==> config.mk <==
export PLATFORM = sky130hd
export DESIGN_NAME = alarm_ringer
export DESIGN_NICKNAME = d
export VERILOG_FILES = /design/src/rtl/alarm_ringer_pkg.sv /design/src/rtl/alarm_ringer_sec_prescaler.sv /design/src/rtl/alarm_ringer.sv
export SDC_FILE = /design/constraint.sdc
export NUM_CORES = 1
export LEC_CHECK = 0
export CORE_AREA = 2 2 94 106
export CTS_CLUSTER_DIAMETER = 100
export CTS_CLUSTER_SIZE = 16
export DETAILED_ROUTE_END_ITERATION = 16
export DIE_AREA = 0 0 96 108
export PLACE_DENSITY = 0.61
export SETUP_SLACK_MARGIN = 0.4
export SYNTH_ARGS = -nofsm -noshare
export SYNTH_HDL_FRONTEND = slang
export SYNTH_HIERARCHICAL = 1
export SYNTH_SLANG_ARGS = --single-unit
==> constraint.sdc <==
create_clock -name CLK -period 6.1 [get_ports CLK]
set_input_delay 1.22 -clock CLK [delete_from_list [all_inputs] [get_ports CLK]]
set_output_delay 1.22 -clock CLK [all_outputs]
set_load 0.05 [all_outputs]
==> src/rtl/alarm_ringer_pkg.sv <==
// -----------------------------------------------------------------------------
// alarm_ringer_pkg
// Shared definitions for the alarm ringer and its helpers:
//   - 2-bit FSM state encoding (IDLE / RING / SNOOZE)
//   - tone_half(): clock cycles per piezo half-period
//   - cnt_width(): bits needed for a counter running 0..terminal-1
// -----------------------------------------------------------------------------
package alarm_ringer_pkg;

    localparam logic [1:0] ST_IDLE   = 2'd0;
    localparam logic [1:0] ST_RING   = 2'd1;
    localparam logic [1:0] ST_SNOOZE = 2'd2;

    function automatic int tone_half(input int clk_hz, input int tone_hz);
        return clk_hz / (2 * tone_hz);
    endfunction

    // At least one bit so a terminal of 1 still yields a legal vector.
    function automatic int cnt_width(input int terminal);
        return (terminal > 1) ? $clog2(terminal) : 1;
    endfunction

endpackage

==> src/rtl/alarm_ringer_sec_prescaler.sv <==
// -----------------------------------------------------------------------------
// sec_prescaler
// Divides the system clock down to a one-cycle pulse once per second.
// Ports:
//   i_clk       system clock
//   i_rst_n     asynchronous active-low reset
//   i_clr       synchronous clear; count restarts at 0 on the next edge
//   o_sec_tick  high during the cycle the count sits at CLK_HZ-1
// -----------------------------------------------------------------------------
module sec_prescaler
    import alarm_ringer_pkg::*;
#(
    parameter int CLK_HZ = 100000
) (
    input  logic i_clk,
    input  logic i_rst_n,
    input  logic i_clr,
    output logic o_sec_tick
);

    localparam int CNT_W = cnt_width(CLK_HZ);

    logic [CNT_W-1:0] r_cnt;
    logic             w_last;

    assign w_last     = (r_cnt == CNT_W'(CLK_HZ - 1));
    assign o_sec_tick = w_last;

    // NOTE: sequential state is updated only with non-blocking assignments so
    // every flop samples pre-edge values regardless of block ordering.
    always_ff @(posedge i_clk or negedge i_rst_n) begin
        if (!i_rst_n) begin
            r_cnt <= '0;
        end else if (i_clr || w_last) begin
            r_cnt <= '0;
        end else begin
            r_cnt <= r_cnt + 1'b1;
        end
    end

endmodule

==> src/rtl/alarm_ringer.sv <==
// -----------------------------------------------------------------------------
// alarm_ringer
// Turns the compare stage's ALARM_DOING trigger into a user-facing alarm:
// cadenced piezo tone with ring LED, bounded snooze, dismiss and auto-timeout.
// Once triggered the alarm owns its own lifetime; ALARM_DOING falling or
// re-rising while active has no effect.
// Ports:
//   CLK, RESETN     clock, asynchronous active-low reset
//   ALARM_DOING     trigger level (rising edge starts ringing from IDLE)
//   KEY_STOP        debounced key; rising edge dismisses
//   KEY_SNOOZE      debounced key; rising edge snoozes while ringing
//   PIEZO           registered tone output
//   RING_LED        high while ringing
//   SNOOZE_ACTIVE   high while snoozing
//   SNOOZE_LEFT     snoozes still available in the current event
// -----------------------------------------------------------------------------
module alarm_ringer
    import alarm_ringer_pkg::*;
#(
    parameter int CLK_HZ      = 100000,
    parameter int TONE_HZ     = 1000,
    parameter int CADENCE_CYC = 50000,
    parameter int RING_SEC    = 60,
    parameter int SNOOZE_SEC  = 300,
    parameter int MAX_SNOOZE  = 3
) (
    input  logic       CLK,
    input  logic       RESETN,
    input  logic       ALARM_DOING,
    input  logic       KEY_STOP,
    input  logic       KEY_SNOOZE,
    output logic       PIEZO,
    output logic       RING_LED,
    output logic       SNOOZE_ACTIVE,
    output logic [3:0] SNOOZE_LEFT
);

    localparam int TONE_HALF = tone_half(CLK_HZ, TONE_HZ);
    localparam int MAX_SEC   = (RING_SEC > SNOOZE_SEC) ? RING_SEC : SNOOZE_SEC;
    localparam int TONE_W    = cnt_width(TONE_HALF);
    localparam int CAD_W     = cnt_width(CADENCE_CYC);
    localparam int SEC_W     = cnt_width(MAX_SEC);

    logic [1:0]       r_state;
    logic [1:0]       w_next;
    logic             r_alarm_d, r_stop_d, r_snooze_d;
    logic             w_rise_alarm, w_rise_stop, w_rise_snooze;
    logic             w_state_change;
    logic             w_sec_tick;
    logic [SEC_W-1:0] r_sec;
    logic             w_ring_done, w_snooze_done;
    logic [CAD_W-1:0] r_cad_cnt;
    logic             r_cad_on;
    logic [TONE_W-1:0] r_tone_cnt;
    logic             r_piezo, r_ring_led, r_snooze_active;
    logic [3:0]       r_snooze_left;

    assign w_rise_alarm  = ALARM_DOING & ~r_alarm_d;
    assign w_rise_stop   = KEY_STOP    & ~r_stop_d;
    assign w_rise_snooze = KEY_SNOOZE  & ~r_snooze_d;

    // The seconds counter is considered to reach its terminal on the tick that
    // would take it there, so the state changes exactly RING_SEC / SNOOZE_SEC
    // seconds after entry and the counter never has to hold the terminal value.
    assign w_ring_done   = w_sec_tick && (r_sec == SEC_W'(RING_SEC - 1));
    assign w_snooze_done = w_sec_tick && (r_sec == SEC_W'(SNOOZE_SEC - 1));

    // NOTE: every signal written in always_comb gets a default first, so no
    // path through the case leaves it unassigned and no latch is inferred.
    always_comb begin
        w_next = r_state;
        case (r_state)
            ST_IDLE: begin
                if (w_rise_alarm) w_next = ST_RING;
            end
            ST_RING: begin
                if (w_rise_stop)                                 w_next = ST_IDLE;
                else if (w_rise_snooze && (r_snooze_left != 4'd0)) w_next = ST_SNOOZE;
                else if (w_ring_done)                            w_next = ST_IDLE;
            end
            ST_SNOOZE: begin
                if (w_rise_stop)        w_next = ST_IDLE;
                else if (w_snooze_done) w_next = ST_RING;
            end
            default: w_next = ST_IDLE;
        endcase
    end

    assign w_state_change = (w_next != r_state);

    sec_prescaler #(
        .CLK_HZ(CLK_HZ)
    ) u_sec_prescaler (
        .i_clk     (CLK),
        .i_rst_n   (RESETN),
        .i_clr     (w_state_change),
        .o_sec_tick(w_sec_tick)
    );

    // Edge-detect history resets high so a level already asserted at reset
    // release is not mistaken for a fresh press or trigger.
    always_ff @(posedge CLK or negedge RESETN) begin
        if (!RESETN) begin
            r_alarm_d  <= 1'b1;
            r_stop_d   <= 1'b1;
            r_snooze_d <= 1'b1;
        end else begin
            r_alarm_d  <= ALARM_DOING;
            r_stop_d   <= KEY_STOP;
            r_snooze_d <= KEY_SNOOZE;
        end
    end

    always_ff @(posedge CLK or negedge RESETN) begin
        if (!RESETN) begin
            r_state         <= ST_IDLE;
            r_sec           <= '0;
            r_cad_cnt       <= '0;
            r_cad_on        <= 1'b0;
            r_tone_cnt      <= '0;
            r_piezo         <= 1'b0;
            r_ring_led      <= 1'b0;
            r_snooze_active <= 1'b0;
            r_snooze_left   <= 4'(MAX_SNOOZE);
        end else begin
            r_state         <= w_next;
            r_ring_led      <= (w_next == ST_RING);
            r_snooze_active <= (w_next == ST_SNOOZE);

            if (w_state_change) begin
                // Every entry starts fresh timers; entering RING begins an
                // on-phase with the tone high.
                r_sec      <= '0;
                r_cad_cnt  <= '0;
                r_tone_cnt <= '0;
                r_cad_on   <= (w_next == ST_RING);
                r_piezo    <= (w_next == ST_RING);
                if (w_next == ST_IDLE) begin
                    r_snooze_left <= 4'(MAX_SNOOZE);
                end else if (w_next == ST_SNOOZE) begin
                    r_snooze_left <= r_snooze_left - 4'd1;
                end
            end else if (r_state == ST_RING) begin
                if (w_sec_tick) r_sec <= r_sec + 1'b1;
                if (r_cad_cnt == CAD_W'(CADENCE_CYC - 1)) begin
                    // Phase boundary: the new phase's tone level is its
                    // on/off flag, and the tone counter restarts.
                    r_cad_cnt  <= '0;
                    r_cad_on   <= ~r_cad_on;
                    r_tone_cnt <= '0;
                    r_piezo    <= ~r_cad_on;
                end else begin
                    r_cad_cnt <= r_cad_cnt + 1'b1;
                    if (r_cad_on) begin
                        if (r_tone_cnt == TONE_W'(TONE_HALF - 1)) begin
                            r_tone_cnt <= '0;
                            r_piezo    <= ~r_piezo;
                        end else begin
                            r_tone_cnt <= r_tone_cnt + 1'b1;
                        end
                    end else begin
                        r_tone_cnt <= '0;
                        r_piezo    <= 1'b0;
                    end
                end
            end else if (r_state == ST_SNOOZE) begin
                if (w_sec_tick) r_sec <= r_sec + 1'b1;
                r_piezo <= 1'b0;
            end else begin
                r_piezo <= 1'b0;
            end
        end
    end

    assign PIEZO         = r_piezo;
    assign RING_LED      = r_ring_led;
    assign SNOOZE_ACTIVE = r_snooze_active;
    assign SNOOZE_LEFT   = r_snooze_left;

endmodule
==> reports/qor.csv <==
metric,value,unit
status,"finished, final reports clean",
Max Cap Viol,0,
Setup TNS,0,ns
RePlAce Congestion,0.806,
via count,2383,
Post-Syn Area,0.00318,sq mm
largest cells by area after synthesis,"dfrtp_1 44%, nor2_1 6.0%, xnor2_1 5.2%",
later-pin clock latency in the skew report,0.34,ns
final hold violations,0,
"FF+latch count, synth",61,
Die X,96,um
register area,0.00153,sq mm
Synth area leader,dfrtp_1,
Peak Freq,258,MHz
largest net degree at the start of global routing,62,
clock root buffer,clkbuf_8,
Sink Count,61,
Clock Path Buffers,2,
P_leak,1.43,nW
DIE HEIGHT,108,um
Hold Slack,0.488,ns
share of cells above drive strength 1,9.57,%
Initial Utilization,34.6,%
relative slew slack,34.3,%
most frequent cells in the layout,"56 x dfrtp_1, 51 x nor2_1, 19 x xnor2_1",
HP Class,reg2reg,
crit path time final,3.87,ns
final worst slack,2.23,ns
top_reg_cell synth,dfrtp_1,
part of the power in registers,43.4,%
"Area growth, synth to finish",12.9,%
GRT Util Overall,13.2,%
Cells after Synth,325,
Layout Skew,0.00692,ns
vias in the first global route,2243,
CP max FO,22,
initial antenna violation count,0,
Sw Pwr,363,uW
"Data required, critical path",6.31,ns
Final Max Tran Viols,0,
Multi-input gate area,0.00153,sq mm
final wirelength,6160,um
total CTS buffers,9,
H-tree lvl count,3,
WP data arrival,4.08,ns
post-CTS setup buffers,0,
register area share after synthesis,48.2,%
Port Buffer Count,11,
area share of the largest cell type after synthesis,44.0,%
CORE AREA,0.00921,sq mm
Worst-path clk slew,0.06,ns
Routed wire per std cell,13.3,um
CTS hold repair buffers,0,
diode count,0,
switching share of power,32.4,%
via/cell ratio,5.16,
TritonCTS clock tree,done,
router iterations before antenna repair,4,
Fillers,888,
library cells used by synthesis,56,
Int Pwr,755,uW
CP Capture Type,register,
worst slew pin tran,0.982,ns
Setup Viol. Count Final,0,
Core Rows,37,
first-pass GRT wire length,10500,um
"IR drop worst, VDD",0.100,mV
GR Overflow Total,0,
Synth async-reset ratio,100,%
RSZ-0062 raised after global routing,false,
Resize count post-CTS,0,
1st-iter DRT viols,130,
syn avg cell area,9.79,sq um
"commonest non-fill, non-tap cell in the layout",dfrtp_1,
Ys Warns,6,
Comb pwr share,23.2,%
post-detail-place hpwl,4120,um
Final #Nets,351,
Crit Path Class,reg2reg,
DRT antenna net count,0,
"worst slack, placed",2.19,ns
Critical Path Start Type,register,
IO Count,12,
Syn Nets,336,
pwr dens,311,mW/mm^2
die area,0.0104,sq mm
DRC Markers,0,
Final Cycle Share,63.5,%
count of flip-flops with a built-in enable after synthesis,0,
clock network power share,33.4,%
critical path: stages (launching register included):
cell and delay (ns):
dfrtp_1 0.39, ha_1 0.22, nand4_1 0.24, nor4_2 0.63, nand4b_1 0.23, and4bb_1 0.53
o21ai_4 0.22, nor2_1 0.63, or2_1 0.54, nor2_1 0.11
cells in the mapped netlist (3+ instances only):
cell type	n
dfrtp_1	56
nor2_1	51
xnor2_1	19
nand2_1	18
nand3_1	15
inv_1	14
a21oi_1	13
o21ai_0	13
nand4_1	12
xor2_1	9
ha_1	6
nor3_1	6
dfstp_2	5
nand2b_1	5
or2_2	5
or3_1	5
or4_1	5
and3_1	4
nor4_1	4
o2111ai_1	4
a32oi_1	3
buf_2	3
buf_6	3
nand4bb_1	3
o211ai_1	3
o31ai_1	3
worst paths after layout:
kind | start | end | slack [ns] | cells after the start
setup reg to reg | u_sec_prescaler/r_cnt[0] | u_sec_prescaler/r_cnt[3] | 2.23 | 9
max in group asynchronous | RESETN | u_sec_prescaler/r_cnt[16] | 4.55 | 2
hold / removal | u_sec_prescaler/r_cnt[0] | u_sec_prescaler/r_cnt[0] | 0.49 | 1
hold reg to reg | u_sec_prescaler/r_cnt[0] | u_sec_prescaler/r_cnt[0] | 0.49 | 1
min in group asynchronous | RESETN | SNOOZE_ACTIVE | 1.03 | 2
setup / recovery | u_sec_prescaler/r_cnt[0] | u_sec_prescaler/r_cnt[3] | 2.23 | 9
kinds of logic (layout without fill, tap and decap cells):
logic type | after synthesis | in the layout | synth area share (%)
simple gates | 151 | 151 | 25.8
flops | 61 | 61 | 48.2
compound gates | 54 | 54 | 11.7
xor+xnor | 28 | 28 | 7.70
buf+inv | 23 | 43 | 3.66
fa+ha+maj | 6 | 6 | 2.36
mux | 2 | 2 | 0.629
per-layer routing:
metal | vias to the layer above | GRT usage (%) | routed length, um
met5 | - | 0 | 0
met4 | 0 | 6.43 | 122
met3 | 11 | 3.62 | 195
met2 | 29 | 19.3 | 2770
met1 | 1151 | 17.8 | 3070
li1 | 1192 | - | -
sequential cells by signal, summed over array words and instances (netlist names):
signal,count
r_tone_cnt,6
PIEZO,1
r_cad_on,1
r_cad_cnt,16
SNOOZE_LEFT,4
r_alarm_d,1
r_state,2
u_sec_prescaler/r_cnt,17
r_stop_d,1
r_sec,9
SNOOZE_ACTIVE,1
RING_LED,1
r_snooze_d,1
per-stage QoR:
step	cells	cell area (sq um)	util, %	total power [mW]
floorplan	325	3180	-	0.687
global placement	446	3390	36.8	0.749
detailed placement	446	3390	36.8	0.753
CTS	462	3590	39.0	1.13
global route	462	3590	39.0	1.18
finish	462	3590	39.0	1.12
power by group through the flow:
stage | Combinational, mW | Clock [mW] | Sequential [mW]
global placement | 0.257 | 0 | 0.491
finish | 0.259 | 0.374 | 0.485
CTS | 0.263 | 0.386 | 0.485
floorplan | 0.160 | 0 | 0.527
global route | 0.285 | 0.406 | 0.491
detailed placement | 0.262 | 0 | 0.491
layout make-up:
| type | instances | area share [%] |
|---|---|---|
| inverters | 14 | 1.46 |
| clock inverters | 1 | 0.836 |
| repair buffers | 13 | 3.34 |
| well taps | 117 | 4.08 |
| flip-flops and latches | 61 | 42.7 |
| clock buffers | 15 | 4.91 |
| multi-input cells | 241 | 42.7 |
Power figures use the tool's default switching activity.
